--- config.mk ---
export PLATFORM = sky130hd
export DESIGN_NAME = ctrl_fsm_mc_rv32i
export DESIGN_NICKNAME = d
export VERILOG_FILES = /design/src/rtl/ctrl_fsm_mc_rv32i.sv
export SDC_FILE = /design/constraint.sdc
export NUM_CORES = 1
export LEC_CHECK = 0
export ABC_AREA = 0
export BUFFER_PORTS_ARGS = -buffer_cell sky130_fd_sc_hd__clkbuf_2
export CORE_MARGIN = 5
export CORE_UTILIZATION = 53
export CTS_CLUSTER_DIAMETER = 30
export CTS_CLUSTER_SIZE = 24
export DETAILED_ROUTE_END_ITERATION = 6
export GPL_ROUTABILITY_DRIVEN = 0
export PLACE_DENSITY = 0.87
export RECOVER_POWER = 25
export SLEW_MARGIN = 20
export SYNTH_ARGS = -nofsm -noshare
export SYNTH_HDL_FRONTEND = slang
export SYNTH_SLANG_ARGS = --single-unit
--- constraint.sdc ---
create_clock -name clk -period 2.49 [get_ports clk]
set_clock_uncertainty 0.15 [all_clocks]
set_input_delay 0.498 -clock clk [delete_from_list [all_inputs] [get_ports clk]]
set_output_delay 0.498 -clock clk [all_outputs]
set_load 0.05 [all_outputs]
--- src/rtl/ctrl_fsm_mc_rv32i.sv ---
// Multi-cycle sequencer for the RV32I datapath: paces each instruction through
// FETCH/DECODE/EXEC/MEM/WB with handshaked memories, bus timeout and illegal-op trap.
module ctrl_fsm_mc_rv32i #(
  parameter int MEM_WAIT_MAX = 15,
  parameter int WAIT_W       = 4,
  parameter int CNT_W        = 32
) (
  input  logic             clk,
  input  logic             rst_n,
  input  logic [6:0]       opcode,
  input  logic [2:0]       funct3,
  input  logic             imem_ack,
  input  logic             dmem_ack,
  input  logic             br_taken,
  output logic             imem_req,
  output logic             ir_we,
  output logic             dmem_req,
  output logic             dmem_we,
  output logic             pc_we,
  output logic             pc_sel,
  output logic             rf_we,
  output logic [1:0]       rd_sel,
  output logic [2:0]       state,
  output logic             trap,
  output logic [1:0]       trap_cause,
  output logic [CNT_W-1:0] instret
);

  typedef enum logic [2:0] {
    S_FETCH  = 3'd0,
    S_DECODE = 3'd1,
    S_EXEC   = 3'd2,
    S_MEM    = 3'd3,
    S_WB     = 3'd4,
    S_TRAP   = 3'd7
  } state_e;

  typedef enum logic [3:0] {
    C_R, C_I, C_LOAD, C_STORE, C_BRANCH, C_LUI, C_AUIPC, C_JAL, C_JALR, C_ILL
  } cls_e;

  localparam bit TIMEOUT_EN = (MEM_WAIT_MAX != 0);
  localparam logic [WAIT_W-1:0] WAIT_LAST = WAIT_W'(TIMEOUT_EN ? MEM_WAIT_MAX - 1 : 0);

  state_e            state_q, state_d;
  cls_e              cls_q, cls_d, dec_cls;
  logic [1:0]        cause_q, cause_d;
  logic [WAIT_W-1:0] wait_q, wait_d;
  logic [CNT_W-1:0]  instret_q;
  logic              wait_hit;

  always_comb begin
    dec_cls = C_ILL;
    case (opcode)
      7'h33: dec_cls = C_R;
      7'h13: dec_cls = C_I;
      7'h03: if (funct3 != 3'd3 && funct3 != 3'd6 && funct3 != 3'd7) dec_cls = C_LOAD;
      7'h23: if (funct3 <= 3'd2) dec_cls = C_STORE;
      7'h63: if (funct3 != 3'd2 && funct3 != 3'd3) dec_cls = C_BRANCH;
      7'h37: dec_cls = C_LUI;
      7'h17: dec_cls = C_AUIPC;
      7'h6F: dec_cls = C_JAL;
      7'h67: if (funct3 == 3'd0) dec_cls = C_JALR;
      default: dec_cls = C_ILL;
    endcase
  end

  // An ack in the last allowed wait cycle still wins over the timeout.
  assign wait_hit = TIMEOUT_EN && (wait_q == WAIT_LAST);

  always_comb begin
    state_d  = state_q;
    cls_d    = cls_q;
    cause_d  = cause_q;
    wait_d   = '0;
    imem_req = 1'b0;
    ir_we    = 1'b0;
    dmem_req = 1'b0;
    dmem_we  = 1'b0;
    pc_we    = 1'b0;
    pc_sel   = 1'b0;
    rf_we    = 1'b0;
    rd_sel   = 2'b00;
    case (state_q)
      S_FETCH: begin
        imem_req = rst_n;
        if (imem_ack) begin
          ir_we   = rst_n;
          state_d = S_DECODE;
        end else begin
          wait_d = wait_q + 1'b1;
          if (wait_hit) begin
            state_d = S_TRAP;
            cause_d = 2'b10;
          end
        end
      end
      S_DECODE: begin
        cls_d = dec_cls;
        if (dec_cls == C_ILL) begin
          state_d = S_TRAP;
          cause_d = 2'b01;
        end else begin
          state_d = S_EXEC;
        end
      end
      S_EXEC: begin
        case (cls_q)
          C_BRANCH: begin
            pc_we   = 1'b1;
            pc_sel  = br_taken;
            state_d = S_FETCH;
          end
          C_LOAD, C_STORE: state_d = S_MEM;
          default:         state_d = S_WB;
        endcase
      end
      S_MEM: begin
        dmem_req = 1'b1;
        dmem_we  = (cls_q == C_STORE);
        if (dmem_ack) begin
          if (cls_q == C_STORE) begin
            pc_we   = 1'b1;
            state_d = S_FETCH;
          end else begin
            state_d = S_WB;
          end
        end else begin
          wait_d = wait_q + 1'b1;
          if (wait_hit) begin
            state_d = S_TRAP;
            cause_d = 2'b10;
          end
        end
      end
      S_WB: begin
        rf_we   = 1'b1;
        pc_we   = 1'b1;
        pc_sel  = (cls_q == C_JAL) || (cls_q == C_JALR);
        case (cls_q)
          C_LOAD:        rd_sel = 2'b01;
          C_JAL, C_JALR: rd_sel = 2'b10;
          C_LUI:         rd_sel = 2'b11;
          default:       rd_sel = 2'b00;
        endcase
        state_d = S_FETCH;
      end
      S_TRAP:  state_d = S_TRAP;
      default: state_d = S_FETCH;
    endcase
  end

  always_ff @(posedge clk or negedge rst_n) begin
    if (!rst_n) begin
      state_q   <= S_FETCH;
      cls_q     <= C_R;
      cause_q   <= 2'b00;
      wait_q    <= '0;
      instret_q <= '0;
    end else begin
      state_q <= state_d;
      cls_q   <= cls_d;
      cause_q <= cause_d;
      wait_q  <= wait_d;
      if (pc_we) instret_q <= instret_q + 1'b1;
    end
  end

  assign state      = state_q;
  assign trap       = (state_q == S_TRAP);
  assign trap_cause = cause_q;
  assign instret    = instret_q;

endmodule
### After elaboration in Yosys (flattened, before gate mapping)

Index checks and enable logic that the tools add are counted.

* flip-flop bits (word level): 45
* input port bits: 15
* output and inout port bits: 47
* logic and storage cells: 81

* add/sub/neg operators: 2
* order comparisons: 1
* equality and inequality tests: 29
* mux-type cells: 34
* reductions and logical operators: 10

Operators with widths (number)
* $pmux W4 S9: 1
* $add A32 B1 Y32 const B: 1
* $eq A7 B6 Y1 const B: 3
* $eq A7 B7 Y1 const B: 3
* $mux W4: 5
* $mux W3: 5
* $pmux W3 S5: 1
* $eq A7 B5 Y1 const B: 2
* $eq A4 B3 Y1 const B: 3
* $eq A4 B4 Y1 const B: 3
* $pmux W2 S3: 2
* $mux W1: 11
* $mux W2: 5
* $eq A4 B2 Y1 const B: 2
* $pmux W4 S2: 1
* $eq A7 B2 Y1 const B: 1
* $eq A3 B2 Y1 const B: 2
* $eq A3 B3 Y1 const B: 2
* $logic_not A3 Y1: 2
* $ne A2 B2 Y1 const B: 3
* $ne A3 B2 Y1 const B: 2
* $ne A3 B3 Y1 const B: 2
* $pmux W3 S2: 1
* $add A4 B1 Y4 const B: 1
* 9 further kinds: 12

### Logic depth before layout (Yosys ltp)

Gate-level depths: netlist of run 1.

* word-level depth: 8
* mapped depth: 7
* gate-level depth less buffers: 6

### Worst setup path before layout of run 1

OpenSTA, ideal clock, no wires.

* path kind: reg2out
* from: register state_q[1], in the netlist state[1]
* to: output ir_we
* data arrival time: 3198 ps
* data required time: 1842 ps
* slack: -1356 ps
* cell stages (with the launch flop): 4
* path buffers: 1
* path through: dfrtp_1 > clkbuf_1 > nor4b_1 > and2_1

* cells in the longest elaborated chain, start to end: 2

Ends and longest elaborated chain
* from (decl): line 45 `state_e state_q, state_d;`
* from (signal assigned): line 161 `state_q <= state_d;`
* $logic_not A3 Y1: line 84 `case (state_q)`
* $mux W1: line 84
* to (decl): line 16 `output logic ir_we,`

Every way passes these cells.

### Worst setup path in the final report of run 1

* from: register cls_q[1]
* to: output pc_sel

* cells in the longest elaborated chain, start to end: 3
* elaborated cells between the ends (all ways): 6
* those cells by class: eq/ne (3); mux (2); reduce/logical (1)

Ends and longest elaborated chain
* from (decl): line 46 `cls_e cls_q, cls_d, dec_cls;`
* from (signal assigned): line 162 `cls_q <= cls_d;`
* $eq A4 B3 Y1, or another cell as far along: line 108 `case (cls_q)`
* $mux W1 or $logic_or A1 B1 Y1 (tied branches): line 108, 139
* $pmux W1 S2 (*): line 84
* to (decl): line 20 `output logic pc_sel,`

Mark *: on every way between the ends. The rest lies on a longest branch, timed or not.

==> results of run 1 <==
metrics by stage:
step	total power, mW	area, um2
after floorplan	1.93	2760
after global placement	2.18	3120
after detailed placement	2.21	3120
after CTS	2.77	3240
after global routing	2.98	3280
final	2.82	3280
worst max-delay path, cell delays in order, from the launching register on:
cell and delay [ns]:
dfrtp_2 0.49, nor4b_2 0.33, a31oi_1 0.07, nor2_1 0.09
a41oi_1 0.06, nor2_2 0.10, clkbuf_2 0.28
layout make-up:
| cell class | count | area, um2 | share of cell area (%) |
|---|---|---|---|
| Sequential cell | 45 | 1130 | 34.6 |
| Inverter | 9 | 33.8 | 1.03 |
| Timing Repair Buffer | 68 | 358 | 10.9 |
| Clock buffer | 6 | 72.6 | 2.21 |
| Clock inverter | 2 | 38.8 | 1.18 |
| Tap cell | 70 | 87.6 | 2.67 |
| Multi-Input combinational cell | 215 | 1560 | 47.4 |
power by group through the flow:
| stage | clock (mW) | combinational (mW) | sequential [mW] |
|---|---|---|---|
| 2_1_floorplan | 0 | 0.768 | 1.16 |
| 3_3_place_gp | 0 | 1.10 | 1.09 |
| 3_5_place_dp | 0 | 1.11 | 1.10 |
| 4_1_cts | 0.555 | 1.13 | 1.09 |
| 5_1_grt | 0.579 | 1.27 | 1.13 |
| 6_report | 0.542 | 1.18 | 1.10 |
worst paths after layout:
kind / endpoint / cells after the start / slack, ns / startpoint
min in group asynchronous: instret[11] / 2 / 0.35 / rst_n
worst min register to register: wait_q[0] / 1 / 0.33 / wait_q[0]
max in group asynchronous: cls_q[3] / 2 / 1.10 / rst_n
worst max-delay path: pc_sel / 6 / 0.11 / cls_q[1]
worst max register to register: instret[25] / 5 / 0.23 / instret[4]
worst min-delay path: cls_q[2] / 3 / 0.31 / opcode[0]
state kept, by name (all words and copies together), names as in the netlist:
name and count:
instret 32, cls_q 4, wait_q 4, state 3, trap_cause 2
Yosys cell counts (all sizes together) (2+ instances only):
master / number
and2: 3
nor3b: 2
and4: 2
nor3: 10
buf: 4
nor4: 8
o21ai: 8
a221o: 2
nor2: 30
nor2b: 5
nand3b: 4
nand4: 6
a21oi: 5
nand2: 28
a31oi: 2
nor4b: 2
xnor2: 22
xor2: 12
nand3: 20
dfrtp: 45
nand2b: 3
o21bai: 2
ha: 3
inv: 9
clkbuf: 9
o22a: 2
a211o: 2
o22ai: 3
a211oi: 2
and3: 5
or3: 4
kinds of logic (layout without fill, tap and decap cells):
group,count (synthesis),after routing,synth area share [%]
flip-flops,45,45,41.9
buffers and inverters,22,85,3.40
AO/OA/AOI/OAI,40,40,11.2
AND/OR/NAND/NOR,138,138,31.1
XOR/XNOR,34,34,11.1
adder cells (fa/ha/maj),3,3,1.40
what timing repair did:
item,CTS,global route
cloned,0,0
endpoints found under the setup margin,2,3
buffers inserted,0,3
resized for setup,2,10
routing by layer:
metal | wire length [um] | vias up | part of all wire [%] | global-route usage [%]
met5 | 0 | - | 0 | 0
met4 | 97 | 0 | 1.6 | 5.91
met3 | 372 | 11 | 6.1 | 4.10
met2 | 3110 | 74 | 51 | 34.2
met1 | 2520 | 1096 | 41 | 23.4
li1 | - | 1128 | - | -
==> summary.md, run 1 <==
| Metric | Value |
|---|---|
| Layout cells sized above 1 | 32.2% |
| Crit path required time | 1.84 ns |
| Final std cells w/o fill | 415 |
| Register share of total power | 38.9% |
| DR vias | 2309 |
| Number of library cell types mapped by synthesis | 61 |
| FILL cells | 426 |
| Core footprint | 0.00501 mm2 |
| Area of the mapped netlist | 0.00269 mm2 |
| Yosys reg bits | 45 |
| Wirelength per Cell | 14.7 um |
| Internal | 1.53 mW |
| Number of synthesized flops with an enable pin | 0 |
| Clk_lat worst skew | 0.29 ns |
| Slew Limit Headroom | 27.4% |
| Ys Warns | 0 |
| Initial antenna violation count | 0 |
| Unrepaired setup endpoints after global routing | no |
| Share of the synthesized area in the top cell type | 41.9% |
| Mapped Avg Cell Area | 9.53 um2 |
| Dominant synthesized flop cell | dfrtp_1 |
| Crit path time final | 2.38 ns |
| Hold Path Class | in -> reg |
| Cell taking the most area after synthesis | dfrtp_1 |
| Clk slew on worst S/H paths | 0.09 ns |
| Wirelength, routed | 6100 um |
| Chip height | 81.2 um |
| Starting Density | 53.6% |
| CP Launch Type | flip-flop |
| PwrDens | 859 mW/mm2 |
| H-tree depth | 2 |
| Max Slew Vio Count | 0 |
| Vias in the first global route | 2287 |
| GRT overflow | 0 |
| Logic pwr share | 41.8% |
| End-of-flow core utilization | 65.5% |
| Hold_buf cts | 0 |
| Lkg Pwr | 1.51 nW |
| Seq/Total Area, Yosys | 41.9% |
| Period utilisation layout | 95.5% |
| Die Wd | 81.2 um |
| DP Wirelength | 4480 um |
| Fin. Hold Viols | 0 |
| Worst setup margin | 0.112 ns |
| # DRC | 0 |
| Arrival time worst endpoint | 1.73 ns |
| Clock root buffer | clkbuf_8 |
| NetSw | 1.29 mW |
| Num rows | 26 |
| Commonest non-fill, non-tap cells in the layout | 61 x clkbuf_2, 38 x dfrtp_1, 27 x nand2_1, 25 x nor2_1, 22 x xnor2_1 |
| Min Hold Slack | 0.314 ns |
| Placed insts | 404 |
| Post-Syn Nets | 300 |
| CTS max path bufs | 2 |
| Max Cap Viol | 0 |
| Post-Synthesis Cells | 282 |
| Worst-Margin Slew | 1.09 ns |
| Die footprint | 0.00660 mm2 |
| Setup crit end kind | output port |
| Part of the power in the clock network | 19.2% |
| CTS Buf Count | 5 |
| Overall routing resource usage | 19.3% |
| Worst slack at placement | 0.284 ns |
| I/O pin count | 62 |
| First DRT Iteration DRCs | 137 |
| First-pass GRT wire length | 10200 um |
| Max FO, Critical Path | 8 |
| CTS tree | built |
| Port Buffers | 61 |
| Largest cells by area after synthesis | dfrtp_1 42%, xnor2_1 7.2%, nor2_1 4.1% |
| Switching Share | 45.6% |
| First-pass DRT Iterations | 4 |
| Pin count of the biggest net entering global routing | 46 |
| Final setup vio count | 0 |
| Status | complete, no violations |
| Antenna diodes | 0 |
| Setup_tns | 0 ns |
| CTS Sinks | 45 |
| DR vias/cell | 5.56 |
| Async set-or-reset flop fraction in the synthesized netlist | 100% |
| Max Freq | 421 MHz |
| Commonest non-fill, non-tap cell in the layout | clkbuf_2 |
| Post-route ant nets | 0 |
| Area grow syn2layout | 22.2% |
| Post-layout net count | 362 |
| WS Path Type | reg -> out |
| Worst vdd ir | 0.465 mV |
Note: power is estimated with default switching activity, not from simulation.
==> run 2: changes to the inputs <==
==> constraint.sdc (replaced) <==
create_clock -name clk -period 2.6 [get_ports clk]
set_clock_uncertainty 0.15 [all_clocks]
set_input_delay 0.52 -clock clk [delete_from_list [all_inputs] [get_ports clk]]
set_output_delay 0.52 -clock clk [all_outputs]
set_load 0.05 [all_outputs]
==> run 2 against run 1 <==
Effect of this change: power is 9.3% lower; combinational power is 5% lower; worst setup slack worse by 0.0038 ns; critical path depth is 1 lower; non-clock buffer count is 2 lower; wire length is 4.4% lower; via count is 1.6% lower; critical endpoint is now pc_we; highest routed layer unchanged; worst hold slack worse by 0.0026 ns; cell count is 0.48% lower.
==> summary.md, run 2 (same netlist as run 1, synthesis figures left out) <==
| Metric | Value |
|---|---|
| Status | complete, no violations |
| Num rows | 26 |
| DR vias | 2271 |
| Die Wd | 81.2 um |
| First DRT Iteration DRCs | 90 |
| Post-route ant nets | 0 |
| Clock root buffer | clkbuf_8 |
| CTS Sinks | 45 |
| Initial antenna violation count | 0 |
| Antenna diodes | 0 |
| Final setup vio count | 0 |
| Multi-input gate area | 0.00152 mm2 |
| Post-layout net count | 360 |
| Layout cells sized above 1 | 28.0% |
| Setup bufs post-CTS | 0 |
| GRT overflow | 0 |
| FILL cells | 426 |
| Unrepaired setup endpoints after global routing | no |
| Part of the power in the clock network | 17.2% |
| Wirelength per Cell | 14.1 um |
| NetSw | 1.21 mW |
| First-pass GRT wire length | 9800 um |
| I/O pin count | 62 |
| Commonest non-fill, non-tap cells in the layout | 60 x clkbuf_2, 44 x dfrtp_1, 29 x nor2_1, 28 x nand2_1, 22 x xnor2_1 |
| Max FO, Critical Path | 8 |
| Period utilisation layout | 95.8% |
| Die footprint | 0.00660 mm2 |
| H-tree depth | 2 |
| Area grow syn2layout | 19.6% |
| Overall power | 2.56 mW |
| Crit path required time | 1.93 ns |
| Worst hold path depth | 3 |
| R2R depth | 5 |
| Arrival time worst endpoint | 1.82 ns |
| DR vias/cell | 5.50 |
| Overall routing resource usage | 19.0% |
| Hold Path Class | in -> reg |
| Commonest non-fill, non-tap cell in the layout | clkbuf_2 |
| Worst vdd ir | 0.386 mV |
| Core footprint | 0.00501 mm2 |
| WS Path Type | reg -> out |
| Max reg flops | 32 |
| Worst slack at placement | 0.376 ns |
| # DRC | 0 |
| Max Cap Viol | 0 |
| Reg area | 0.00113 mm2 |
| Internal | 1.35 mW |
| First-pass DRT Iterations | 4 |
| Worst setup margin | 0.108 ns |
| Starting Density | 53.6% |
| Fin. Hold Viols | 0 |
| Wirelength, routed | 5830 um |
| CTS max path bufs | 2 |
| Clk slew on worst S/H paths | 0.08 ns |
| PwrDens | 796 mW/mm2 |
| End-of-flow core utilization | 64.2% |
| Lkg Pwr | 1.49 nW |
| DP Wirelength | 4460 um |
| Switching Share | 47.3% |
| Pin count of the biggest net entering global routing | 46 |
| CP Launch Type | flip-flop |
| Setup crit end kind | output port |
| Crit path time final | 2.49 ns |
| Max Freq | 401 MHz |
| Logic pwr share | 43.6% |
| Max Slew Vio Count | 0 |
| Slew Limit Headroom | 27.7% |
| Worst-Margin Slew | 1.08 ns |
| Min Hold Slack | 0.311 ns |
| Port Buffers | 61 |
| CTS tree | built |
| Chip height | 81.2 um |
| Vias in the first global route | 2135 |
| CTS Buf Count | 5 |
| Register share of total power | 39.2% |
| Clk_lat worst skew | 0.31 ns |
-- run 2: cell count changes in the layout (fill, tap and decap cells not counted), moves of 2 or more --
cell / delta
nor2_2: -3
buf_4: -2
dfrtp_1: +6
nor3_4: -2
nor2_1: +4
nor3_2: +2
dfrtp_2: -6
-- run 2: metal layers --
layer	global-route usage [%]	vias up	wire length, um
li1	-	1117	-
met1	23.7	1090	2560
met2	31.9	55	2880
met3	4.88	9	282
met4	6.42	0	100
met5	0	-	0
-- run 2: final timing paths --
path | start | end | slack (ns)
max | cls_q[1] | pc_we | 0.11
min | opcode[0] | cls_q[2] | 0.31
max reg2reg | state[0] | instret[22] | 0.41
min reg2reg | instret[31] | instret[31] | 0.33
max in group asynchronous | rst_n | cls_q[3] | 1.22
min in group asynchronous | rst_n | instret[22] | 0.35
-- run 2: area by class of cell --
class	instances	area share, %
Inverter	9	1.05
Tap cell	70	2.72
Clock buffer	5	2.14
Multi-Input combinational cell	215	47.2
Sequential cell	45	35.1
Clock inverter	3	0.661
Timing Repair Buffer	66	11.1
-- run 2: worst max-delay path, stage by stage (launching register included) --
cell	delay (ns)
dfrtp_1	0.52
nor2_1	0.17
a311o_1	0.39
nand2_1	0.17
inv_2	0.06
clkbuf_4	0.21
-- run 2: what timing repair did --
item / CTS / global route
hold endpoints to repair: 0 / 0
endpoints found under the setup margin: 0 / 2
gates resized for setup: 0 / 5
hold buffers: 0 / 0
-- run 2: power by group through the flow --
stage	clock network (mW)	registers, mW	logic (mW)
2_1_floorplan	0	1.10	0.701
3_3_place_gp	0	0.994	1.09
3_5_place_dp	0	1.01	1.11
4_1_cts	0.451	0.994	1.11
5_1_grt	0.480	1.03	1.21
6_report	0.440	1.00	1.12
-- run 2: metrics by stage --
step / std cells / setup TNS [ns] / cell area [um2]
after floorplan: 282 / -0.858 / 2730
after global placement: 405 / 0 / 3120
after detailed placement: 405 / 0 / 3120
after CTS: 413 / 0 / 3210
after global routing: 413 / 0 / 3220
final: 413 / 0 / 3220
